[config.mk]
export PLATFORM = sky130hd
export DESIGN_NAME = oam_dma_controller
export DESIGN_NICKNAME = d
export VERILOG_FILES = /design/src/rtl/oam_dma_controller.sv
export SDC_FILE = /design/constraint.sdc
export NUM_CORES = 1
export LEC_CHECK = 0
export BUFFER_PORTS_ARGS = -buffer_cell sky130_fd_sc_hd__buf_2
export CAP_MARGIN = 10
export CORE_UTILIZATION = 51
export CTS_BUF_LIST = sky130_fd_sc_hd__clkbuf_8
export DETAILED_ROUTE_END_ITERATION = 10
export PLACE_DENSITY = 0.9
export SYNTH_ARGS = -nofsm -noshare
export SYNTH_HDL_FRONTEND = slang
export SYNTH_SLANG_ARGS = --single-unit
export TNS_END_PERCENT = 50
[constraint.sdc]
create_clock -name clk -period 2.1 [get_ports clk]
set_input_delay 0.315 -clock clk [delete_from_list [all_inputs] [get_ports clk]]
set_output_delay 0.315 -clock clk [all_outputs]
set_load 0.02 [all_outputs]
[src/rtl/oam_dma_controller.sv]
// ---------------------------------------------------------------------------
// oam_dma_controller
//
// Sprite DMA engine for the $4014 register. It sits between the CPU core and
// the memory manager. A CPU write to DMA_REG_ADDR freezes the CPU and copies
// the 256-byte page {page,00}..{page,FF} to OAM_DATA_ADDR, one read cycle and
// one write cycle per byte. While idle the CPU bus is passed straight through.
//
// Ports
//   clk           system clock
//   rst           asynchronous reset, active low
//   ph2_rising    one-clk strobe at the start of each CPU cycle
//   ph2_falling   one-clk strobe at the end of the PH2-high phase
//   cpu_addr_in   CPU core address
//   cpu_rnw_in    CPU core read/not-write
//   cpu_wdata_in  CPU core write data
//   bus_addr      address to the memory manager
//   bus_rnw       read/not-write to the memory manager
//   bus_wdata     write data to the memory manager
//   bus_rdata     read data from the memory manager (valid at ph2_falling)
//   cpu_rdy       0 freezes the CPU core
//   dma_active    1 while the DMA owns the bus
// ---------------------------------------------------------------------------
module oam_dma_controller #(
    parameter logic [15:0] DMA_REG_ADDR  = 16'h4014,
    parameter logic [15:0] OAM_DATA_ADDR = 16'h2004
) (
    input  logic        clk,
    input  logic        rst,
    input  logic        ph2_rising,
    input  logic        ph2_falling,
    input  logic [15:0] cpu_addr_in,
    input  logic        cpu_rnw_in,
    input  logic [7:0]  cpu_wdata_in,
    output logic [15:0] bus_addr,
    output logic        bus_rnw,
    output logic [7:0]  bus_wdata,
    input  logic [7:0]  bus_rdata,
    output logic        cpu_rdy,
    output logic        dma_active
);

    typedef enum logic [2:0] {
        S_IDLE,
        S_HALT,
        S_ALIGN,
        S_READ,
        S_WRITE
    } state_e;

    state_e      state_q, state_d;
    logic        cyc_odd_q, cyc_odd_d;
    logic        pending_q, pending_d;
    logic [7:0]  page_q, page_d;
    logic [7:0]  idx_q, idx_d;
    logic [7:0]  data_q, data_d;
    logic        rdy_q, rdy_d;
    logic        act_q, act_d;
    logic        trigger;

    always_ff @(posedge clk or negedge rst) begin
        if (!rst) begin
            state_q   <= S_IDLE;
            cyc_odd_q <= 1'b0;
            pending_q <= 1'b0;
            page_q    <= 8'h00;
            idx_q     <= 8'h00;
            data_q    <= 8'h00;
            rdy_q     <= 1'b1;
            act_q     <= 1'b0;
        end else begin
            state_q   <= state_d;
            cyc_odd_q <= cyc_odd_d;
            pending_q <= pending_d;
            page_q    <= page_d;
            idx_q     <= idx_d;
            data_q    <= data_d;
            rdy_q     <= rdy_d;
            act_q     <= act_d;
        end
    end

    always_comb begin
        state_d   = state_q;
        cyc_odd_d = cyc_odd_q;
        pending_d = pending_q;
        page_d    = page_q;
        idx_d     = idx_q;
        data_d    = data_q;
        bus_addr  = cpu_addr_in;
        bus_rnw   = cpu_rnw_in;
        bus_wdata = cpu_wdata_in;

        if (ph2_rising) begin
            cyc_odd_d = ~cyc_odd_q;
        end

        // The CPU write commits at ph2_falling, so that is where it is caught.
        trigger = (state_q == S_IDLE) && ph2_falling && !cpu_rnw_in &&
                  (cpu_addr_in == DMA_REG_ADDR);

        case (state_q)
            S_IDLE: begin
                if (trigger) begin
                    page_d    = cpu_wdata_in;
                    pending_d = 1'b1;
                    idx_d     = 8'h00;
                end
                if (ph2_rising && pending_q) begin
                    state_d   = S_HALT;
                    pending_d = 1'b0;
                end
            end
            S_HALT: begin
                bus_rnw = 1'b1;
                // cyc_odd_q still holds the parity of the cycle now ending;
                // the cycle about to start is even when that one was odd.
                if (ph2_rising) begin
                    state_d = cyc_odd_q ? S_READ : S_ALIGN;
                end
            end
            S_ALIGN: begin
                bus_rnw = 1'b1;
                if (ph2_rising) begin
                    state_d = S_READ;
                end
            end
            S_READ: begin
                bus_addr  = {page_q, idx_q};
                bus_rnw   = 1'b1;
                bus_wdata = data_q;
                if (ph2_falling) begin
                    data_d = bus_rdata;
                end
                if (ph2_rising) begin
                    state_d = S_WRITE;
                end
            end
            S_WRITE: begin
                bus_addr  = OAM_DATA_ADDR;
                bus_rnw   = 1'b0;
                bus_wdata = data_q;
                if (ph2_falling) begin
                    idx_d = idx_q + 8'd1;
                end
                // idx has already advanced at ph2_falling; a wrap to 0 means
                // byte 255 was the one just written.
                if (ph2_rising) begin
                    state_d = (idx_q == 8'h00) ? S_IDLE : S_READ;
                end
            end
            default: begin
                state_d = S_IDLE;
            end
        endcase

        // state only moves on ph2_rising, so these registers follow it there.
        rdy_d = (state_d == S_IDLE);
        act_d = (state_d != S_IDLE);
    end

    assign cpu_rdy    = rdy_q;
    assign dma_active = act_q;

endmodule

* Word level (Yosys, flattened, before mapping)
Index checks and enable logic that the tools add are counted.
** Word-level totals
- Bits in registers :: 31
- Input port bits :: 37
- Output and inout bits :: 27
** Operators by class
- Add/subtract/negate cells :: 1
- Equal/unequal tests :: 7
- Muxes and demuxes :: 16
- Bitwise operators :: 1
- Reductions and logical operators :: 17
** Operators by type and width (number)
- 16-bit one-hot mux with 2 select lines :: 1
- 8-bit two-way mux :: 3
- 16-bit by 15-bit equality test with 1-bit output (second input constant) :: 1
- 8-bit one-hot mux with 2 select lines :: 1
- 3-bit two-way mux :: 5
- 3-bit one-hot mux with 5 select lines :: 1
- 8-bit by 1-bit adder with 8-bit output (second input constant) :: 1
- 8-bit zero test :: 1
- 3-bit by 2-bit equality test with 1-bit output (second input constant) :: 2
- 3-bit zero test :: 2
- 2-bit AND reduction :: 3
- 1-bit logical AND :: 4
- 2-bit inequality test (second input constant) :: 2
- 2-bit nonzero test :: 2
- 3-bit by 1-bit equality test with 1-bit output (second input constant) :: 1
- 3-bit equality test (second input constant) :: 1
- 1-bit two-way mux :: 3
- 3-bit AND reduction :: 1
- 3-bit nonzero test :: 1
- 3-bit OR reduction :: 1
- 2-bit two-way mux :: 1
- 1-bit one-hot mux with 2 select lines :: 1
- 2-bit OR reduction :: 1
- 1-bit zero test :: 1
- 1-bit inverter :: 1

* Logic depth before layout (Yosys ltp)
Gate-level depths: netlist (run 1).
- Depth after elaboration :: 6
- Gate-level depth with buffers :: 6

* Worst setup path after synthesis (run 1)
Ideal clock, no wire load.
- Path kind :: input to register
- Start :: input port cpu_addr_in[9]
- End :: register page_q[3]
- Data arrival time :: 1801 ps
- Data required time :: 1975 ps
- Path slack :: 174 ps
- Stages on the path :: 4
- Path through :: or4_4 -> nor4b_4 -> buf_6 -> mux2_4
** Between the ends
- Longest elaborated chain between the ends :: 3
** RTL lines
- start: declaration :: RTL line 32 : input logic [15:0] cpu_addr_in,
- 16-bit by 15-bit equality test with 1-bit output :: RTL line 100 : (cpu_addr_in == DMA_REG_ADDR);
- 1-bit logical AND :: RTL line 99 : trigger = (state_q == S_IDLE) && ph2_falling && !cpu_rnw_in &&
- 2-bit AND reduction (no line)
- end signal: assignment :: RTL line 75 : page_q <= page_d;
- end: declaration :: RTL line 54 : logic [7:0] page_q, page_d;
Every way passes these cells.
A chain may end at the register's enable or synchronous reset.

* Worst setup path after layout (run 1)
- Start :: register state_q[0]
- End :: output port bus_addr[13]
** Between the ends
- Longest elaborated chain between the ends :: 2
** RTL lines
- start: declaration :: RTL line 51 : state_e state_q, state_d;
- start signal: assignment :: RTL line 72 : state_q <= state_d;
- 3-bit equality test or 3-bit by 2-bit equality test with 1-bit output (tied branches) :: RTL line 102 : case (state_q)
- 16-bit one-hot mux with 2 select lines * :: RTL line 102
- end: declaration :: RTL line 35 : output logic [15:0] bus_addr,
Mark *: on every way between the ends. The rest lies on a longest branch, timed or not.

==> results of run 1 <==
## cells by family (layout without fill, tap and decap cells)
group / Yosys count / in the layout / synth area share (%)
and+or+nand+nor: 41 / 41 / 14.9
AOI/OAI and AO/OA: 32 / 32 / 14.0
DFF: 31 / 31 / 45.6
muxes: 26 / 26 / 17.2
buffers and inverters: 12 / 84 / 3.23
xor gates and xnor gates: 7 / 7 / 3.60
adders and majority gates: 2 / 2 / 1.47
## power by group through the flow
stage          combinational, W  clock [W]  sequential [W]
5_1_grt                 0.00143   0.000645        0.000934
3_5_place_dp            0.00126          0        0.000917
6_report                0.00133   0.000623        0.000912
3_3_place_gp            0.00123          0        0.000910
2_1_floorplan          0.000892          0        0.000871
4_1_cts                 0.00130   0.000626        0.000908
## area by class of cell
cell class              count  area, um2  share of cell area [%]
inverters                   3       11.3                   0.499
clock buffers               6       82.6                    3.66
multi-input cells         108        885                    39.2
clock inverters             2       35.0                    1.55
repair buffers             73        407                    18.0
flip-flops and latches     31        779                    34.6
well taps                  44       55.1                    2.44
## sequential cells by signal (all words and copies together), names as in the netlist
register,count
page_q,8
dma_active,1
state_q,3
idx_q,8
cyc_odd_q,1
cpu_rdy,1
pending_q,1
data_q,8
## metal layers
metal	GRT usage, %	routed length [um]
met1	31.6	1820
met2	42.4	2140
met3	5.84	269
met4	16.3	110
met5	0	0
## worst max-delay path by stage
stage                    from           end  slack (ns)  depth (start not counted)
3_3_place_gp   cpu_addr_in[7]     page_q[6]        0.15                          6
5_1_grt            state_q[0]  bus_addr[13]       -0.04                          6
2_1_floorplan  cpu_addr_in[9]     page_q[3]        0.17                          4
3_5_place_dp   cpu_addr_in[5]     page_q[6]        0.14                          6
6_report           state_q[0]  bus_addr[13]       0.008                          6
4_1_cts            state_q[0]  bus_wdata[1]       0.008                          6
## layout by cell type (no fill, tap or decap), drive strengths merged, types with 2 or more instances in the layout
| cell | n |
|---|---|
| clkbuf | 6 |
| dfrtp | 30 |
| a22o | 14 |
| buf | 73 |
| inv | 3 |
| nor4b | 6 |
| nand2 | 8 |
| o21ai | 6 |
| nand4 | 4 |
| nand3 | 3 |
| mux2 | 24 |
| xnor2 | 3 |
| o21a | 3 |
| mux2i | 2 |
| nor2 | 10 |
| nor3 | 4 |
| ha | 2 |
| a21oi | 3 |
| xor2 | 4 |
## metrics by stage
| stage | utilization [%] | hold WS [ns] | setup TNS [ns] | power (W) | cells |
|---|---|---|---|---|---|
| after detailed placement | 67.7 | 0.395 | 0 | 0.00218 | 256 |
| final | 72.7 | 0.0557 | 0 | 0.00287 | 267 |
| after floorplan | - | 0.0194 | 0 | 0.00176 | 151 |
| after global routing | 72.7 | 0.113 | -0.0697 | 0.00301 | 267 |
| after global placement | 67.7 | 0.388 | 0 | 0.00214 | 256 |
| after CTS | 71.9 | 0.0800 | 0 | 0.00283 | 264 |
## what timing repair did
| item | CTS | global route |
|---|---|---|
| gates resized for setup | 3 | 1 |
| setup buffers | 0 | 3 |
| setup endpoints to repair | 9 | 10 |
==> results.yml, run 1 <==
status:
  outcome: "finished clean"
route:
  antenna_left: 0
  vias: 1518
  post-route-drc-count: 0
  postRouteWirelength_um: 4340
  first_pass_iters: 4
  drt_iter0_drc: 63
  wire_per_inst_um: 16.2
  via_per_inst: 5.69
worst_setup_path:
  critical_path.top_delay_family: "flip-flops"
  crit_arrival_ns: 1.78
  cp-start-kind: "flip-flop"
  path_max_fanout: 18
  r2r_cells: 6
  path_cells: "nand2_1, nor2_2, buf_6, mux2i_1, nand2_1, buf_2"
  critPathRequiredTime_ns: 1.78
  regToRegSetupSlack_ns: 0.09
  critPathSlowestCell: "dfrtp_1"
  path_buf_inv: 2
  worstSetupEndpointType: "output pin"
  r2r_start: "state_q[2]"
  crit_type: "reg -> out"
  max_stage_delay_ns: 0.45
  r2r-end: "page_q[1]"
  crit_top_cell: "nand2_1"
grt:
  grt_pass1_vias: 1441
  grt_max_degree: 32
  grt.overflow.total: 0
  grt_pass1_wl_um: 6690
  antenna_found_initial: 0
  grtUsageTotal_pct: 26.2
floorplanning:
  core.rowCount: 20
  die_x_um: 59.8
  start_util_pct: 55.0
  ioPinCount: 64
  dieArea_um2: 3580
  die_h_um: 59.8
  placeableCoreArea_um2: 3100
power:
  ir_worst_vdd_uv: 766
  p_seq_share_pct: 31.8
  p_sw_w: 0.00111
  p_leak_nw: 1.13
  switching_share_pct: 38.9
  combPwrFrac_pct: 46.5
  clock_power_share_pct: 21.7
  p_int_w: 0.00175
  power.density_nw_per_um2: 1270
yosys:
  synth_ff_type: "dfrtp_1"
  yosysWarnings: 0
  ys_ff_latch: 31
  syn_nets: 190
  synth_top_area_share_pct: 44.0
  async_reset_ff_share_pct: 100
  syn_avg_cell_area_um2: 11.3
  seq_area_frac_synth_pct: 45.6
  netlist_top_cells_count: "dfrtp_1, mux2_2, a22o_1"
  yosysMostFrequentCell: "dfrtp_1"
  syn-cell-area_um2: 1710
  synth_top_area_cell: "dfrtp_1"
  syn_inst: 151
  synth_edf_count: 0
  ys_types: 37
  synthTopCellsByArea: "dfrtp_1, mux2_2, a22o_1"
finish:
  postLayoutCellArea_um2: 2250
  area_growth_pct: 32.2
  antenna_cells: 0
  layout.nets: 261
  n_fill_cell: 245
  drive_gt1_share_pct: 51.6
cts:
  clk_path_buf_depth: 2
  cts_made_buffers: 5
  cts_tree: "done"
  hold_buffers: 0
  worstSkewPairLatency_ns: 0.30
  root_buffer: "clkbuf_8"
  clk_pin_slew_ns: 0.07
  htree_levels: 2
  clkSinkCount: 31
place:
  port_buffers: 63
  place_area_um2: 2100
  place_ws_ns: 0.137
  place_congestion: 0.922
  dp_hpwl_um: 2990
timing:
  setup_violations: 0
  hold_violations: 0
  worstMarginPinSlew_ns: 0.691
  fin_worst_skew_ns: 0.00935
  fin_ws_ns: 0.00798
  final_max_slew_viol_count: 0
  rsz0062_at_grt: "true"
  fmax_ghz: 0.478
  max-slew-margin-rel_pct: 53.9
  fin_crit_ns: 2.09
  min_period_over_period_pct: 99.6
worst_hold_path:
  min_path_type: "in -> async"
run:
  cap_viol_max_count: 0
Note: power is estimated with default switching activity, not from simulation.
==> run 2: changes to the inputs <==
--- a/config.mk
+++ b/config.mk
@@ -7,10 +7,10 @@
 export LEC_CHECK = 0
 export BUFFER_PORTS_ARGS = -buffer_cell sky130_fd_sc_hd__buf_2
 export CAP_MARGIN = 10
-export CORE_UTILIZATION = 51
+export CORE_UTILIZATION = 54
 export CTS_BUF_LIST = sky130_fd_sc_hd__clkbuf_8
 export DETAILED_ROUTE_END_ITERATION = 10
-export PLACE_DENSITY = 0.9
+export PLACE_DENSITY = 0.95
 export SYNTH_ARGS = -nofsm -noshare
 export SYNTH_HDL_FRONTEND = slang
 export SYNTH_SLANG_ARGS = --single-unit
==> constraint.sdc (replaced) <==
create_clock -name clk -period 2.6 [get_ports clk]
set_input_delay 0.39 -clock clk [delete_from_list [all_inputs] [get_ports clk]]
set_output_delay 0.39 -clock clk [all_outputs]
set_load 0.02 [all_outputs]
==> run 2 against run 1 <==
  * Cell area decreased by 4.2%
  * Power down 27%
  * Worst hold slack improved by 0.095 ns
  * Critical path depth is 1 lower
  * Global-route usage grew 1.9 points
  * Non-clock buffer count down 4
  * Largest cell class unchanged
==> results.yml, run 2 (synthesis results as in run 1) <==
finish:
  antenna_cells: 0
  largestRegisters: "data_q: 8 flops, idx_q: 8 flops, page_q: 8 flops"
  drive_gt1_share_pct: 48.4
  layout.cells.non_filler: 263
  final_cell_mix: "buf_2, dfrtp_1, mux2_2, a22o_1, nor2_1"
  final_common_cell: "buf_2"
  layout.nets: 257
  area_growth_pct: 26.7
  fin_util_pct: 71.4
  n_fill_cell: 207
timing:
  rsz0062_at_grt: "false"
  fmax_ghz: 0.402
  hold_violations: 0
  max-slew-margin-rel_pct: 53.3
  fin_worst_skew_ns: 0.00112
  min_period_over_period_pct: 95.6
  setup_violations: 0
  finalSetupTns_ns: 0
  worstMarginPinSlew_ns: 0.701
  final_max_slew_viol_count: 0
  fin_crit_ns: 2.49
cts:
  clk_pin_slew_ns: 0.06
  worstSkewPairLatency_ns: 0.27
  htree_levels: 2
  cts_tree: "done"
  cts_made_buffers: 5
  clk_path_buf_depth: 2
  cts_resized: 0
  hold_buffers: 0
  root_buffer: "clkbuf_8"
  clkSinkCount: 31
  cts_setup_buffers: 0
route:
  via_per_inst: 5.80
  vias: 1526
  wire_per_inst_um: 17.1
  post-route-drc-count: 0
  drt_iter0_drc: 41
  antenna_left: 0
  postRouteWirelength_um: 4490
  first_pass_iters: 4
worst_setup_path:
  critPathRequiredTime_ns: 2.21
  r2r_cells: 5
  worstSetupEndpointType: "output pin"
  cp-start-kind: "flip-flop"
  crit_arrival_ns: 2.10
  regToRegSetupSlack_ns: 0.61
  crit_type: "reg -> out"
  r2r_start: "state_q[1]"
  path_max_fanout: 13
  r2r-end: "page_q[4]"
power:
  ir_worst_vdd_uv: 771
  p_int_w: 0.00122
  power.density_nw_per_um2: 966
  p_leak_nw: 1.09
  clock_power_share_pct: 16.8
  p_sw_w: 0.000866
  p_seq_share_pct: 36.6
  combPwrFrac_pct: 46.5
  switching_share_pct: 41.5
floorplanning:
  die_x_um: 58.2
  core.rowCount: 20
  ioPinCount: 64
  placeableCoreArea_um2: 3030
  dieArea_um2: 3390
  die_h_um: 58.2
  start_util_pct: 56.3
status:
  outcome: "finished clean"
place:
  dp_hpwl_um: 3060
  port_buffers: 63
  dp.cells: 255
  place_congestion: 0.851
worst_hold_path:
  min_path_type: "in -> async"
run:
  cap_viol_max_count: 0
grt:
  grt_pass1_vias: 1479
  grtUsageTotal_pct: 28.1
  grt.overflow.total: 0
  antenna_found_initial: 0
  grt_pass1_wl_um: 7090
  grt_max_degree: 32
[run 2: cell count changes in the layout (fill, tap and decap cells not counted), sizes merged]
cell / previous run / this run
buf: 73 / 69
clkbuf: 6 / 5
inv: 3 / 6
clkinv: 1 / 0
bufinv: 1 / 0
[run 2: layout make-up]
class	count	area, um2	area share, %
Inverter	3	11.3	0.521
Clock buffer	5	68.8	3.18
Tap cell	44	55.1	2.55
Sequential cell	31	777	36.0
Clock inverter	3	11.3	0.521
Multi-Input combinational cell	108	877	40.6
Timing Repair Buffer	69	360	16.7
[run 2: per-stage QoR]
stage | total power (W) | cell area (um2) | setup WS [ns] | hold slack, ns
2_1_floorplan | 0.00142 | 1710 | 0.599 | 0.0944
3_3_place_gp | 0.00169 | 2080 | 0.525 | 0.460
3_5_place_dp | 0.00172 | 2080 | 0.450 | 0.457
4_1_cts | 0.00208 | 2160 | 0.154 | 0.169
5_1_grt | 0.00220 | 2160 | 0.0370 | 0.211
6_report | 0.00209 | 2160 | 0.114 | 0.151
[run 2: worst max-delay path, cell delays in order (launching register included)]
cell,delay (ns)
dfrtp_1,0.54
nor2_1,0.13
a21oi_2,0.57
buf_4,0.29
a22o_1,0.14
buf_2,0.16
[run 2: how the worst max path moves through the flow]
stage | start | to | slack [ns]
after global placement | state_q[1] | bus_wdata[3] | 0.52
after floorplan | cpu_addr_in[9] | page_q[3] | 0.60
after CTS | state_q[1] | bus_addr[3] | 0.15
after global routing | state_q[1] | bus_addr[6] | 0.04
after detailed placement | state_q[1] | bus_wdata[6] | 0.45
final | state_q[1] | bus_addr[3] | 0.11
[run 2: power groups by stage]
stage	Clock, W	Sequential, W	Combinational (W)
floorplan	0	0.000703	0.000721
global placement	0	0.000753	0.000934
detailed placement	0	0.000765	0.000955
CTS	0.000351	0.000760	0.000968
global route	0.000376	0.000783	0.00104
finish	0.000352	0.000765	0.000972
[run 2: layer usage]
| metal | track usage, % | part of all wire, % | up-vias |
|---|---|---|---|
| met5 | 0 | 0 | - |
| met4 | 12.6 | 4.2 | 0 |
| met3 | 5.80 | 6.3 | 19 |
| met2 | 46.3 | 49 | 85 |
| met1 | 35.7 | 40 | 729 |
| li1 | - | - | 693 |
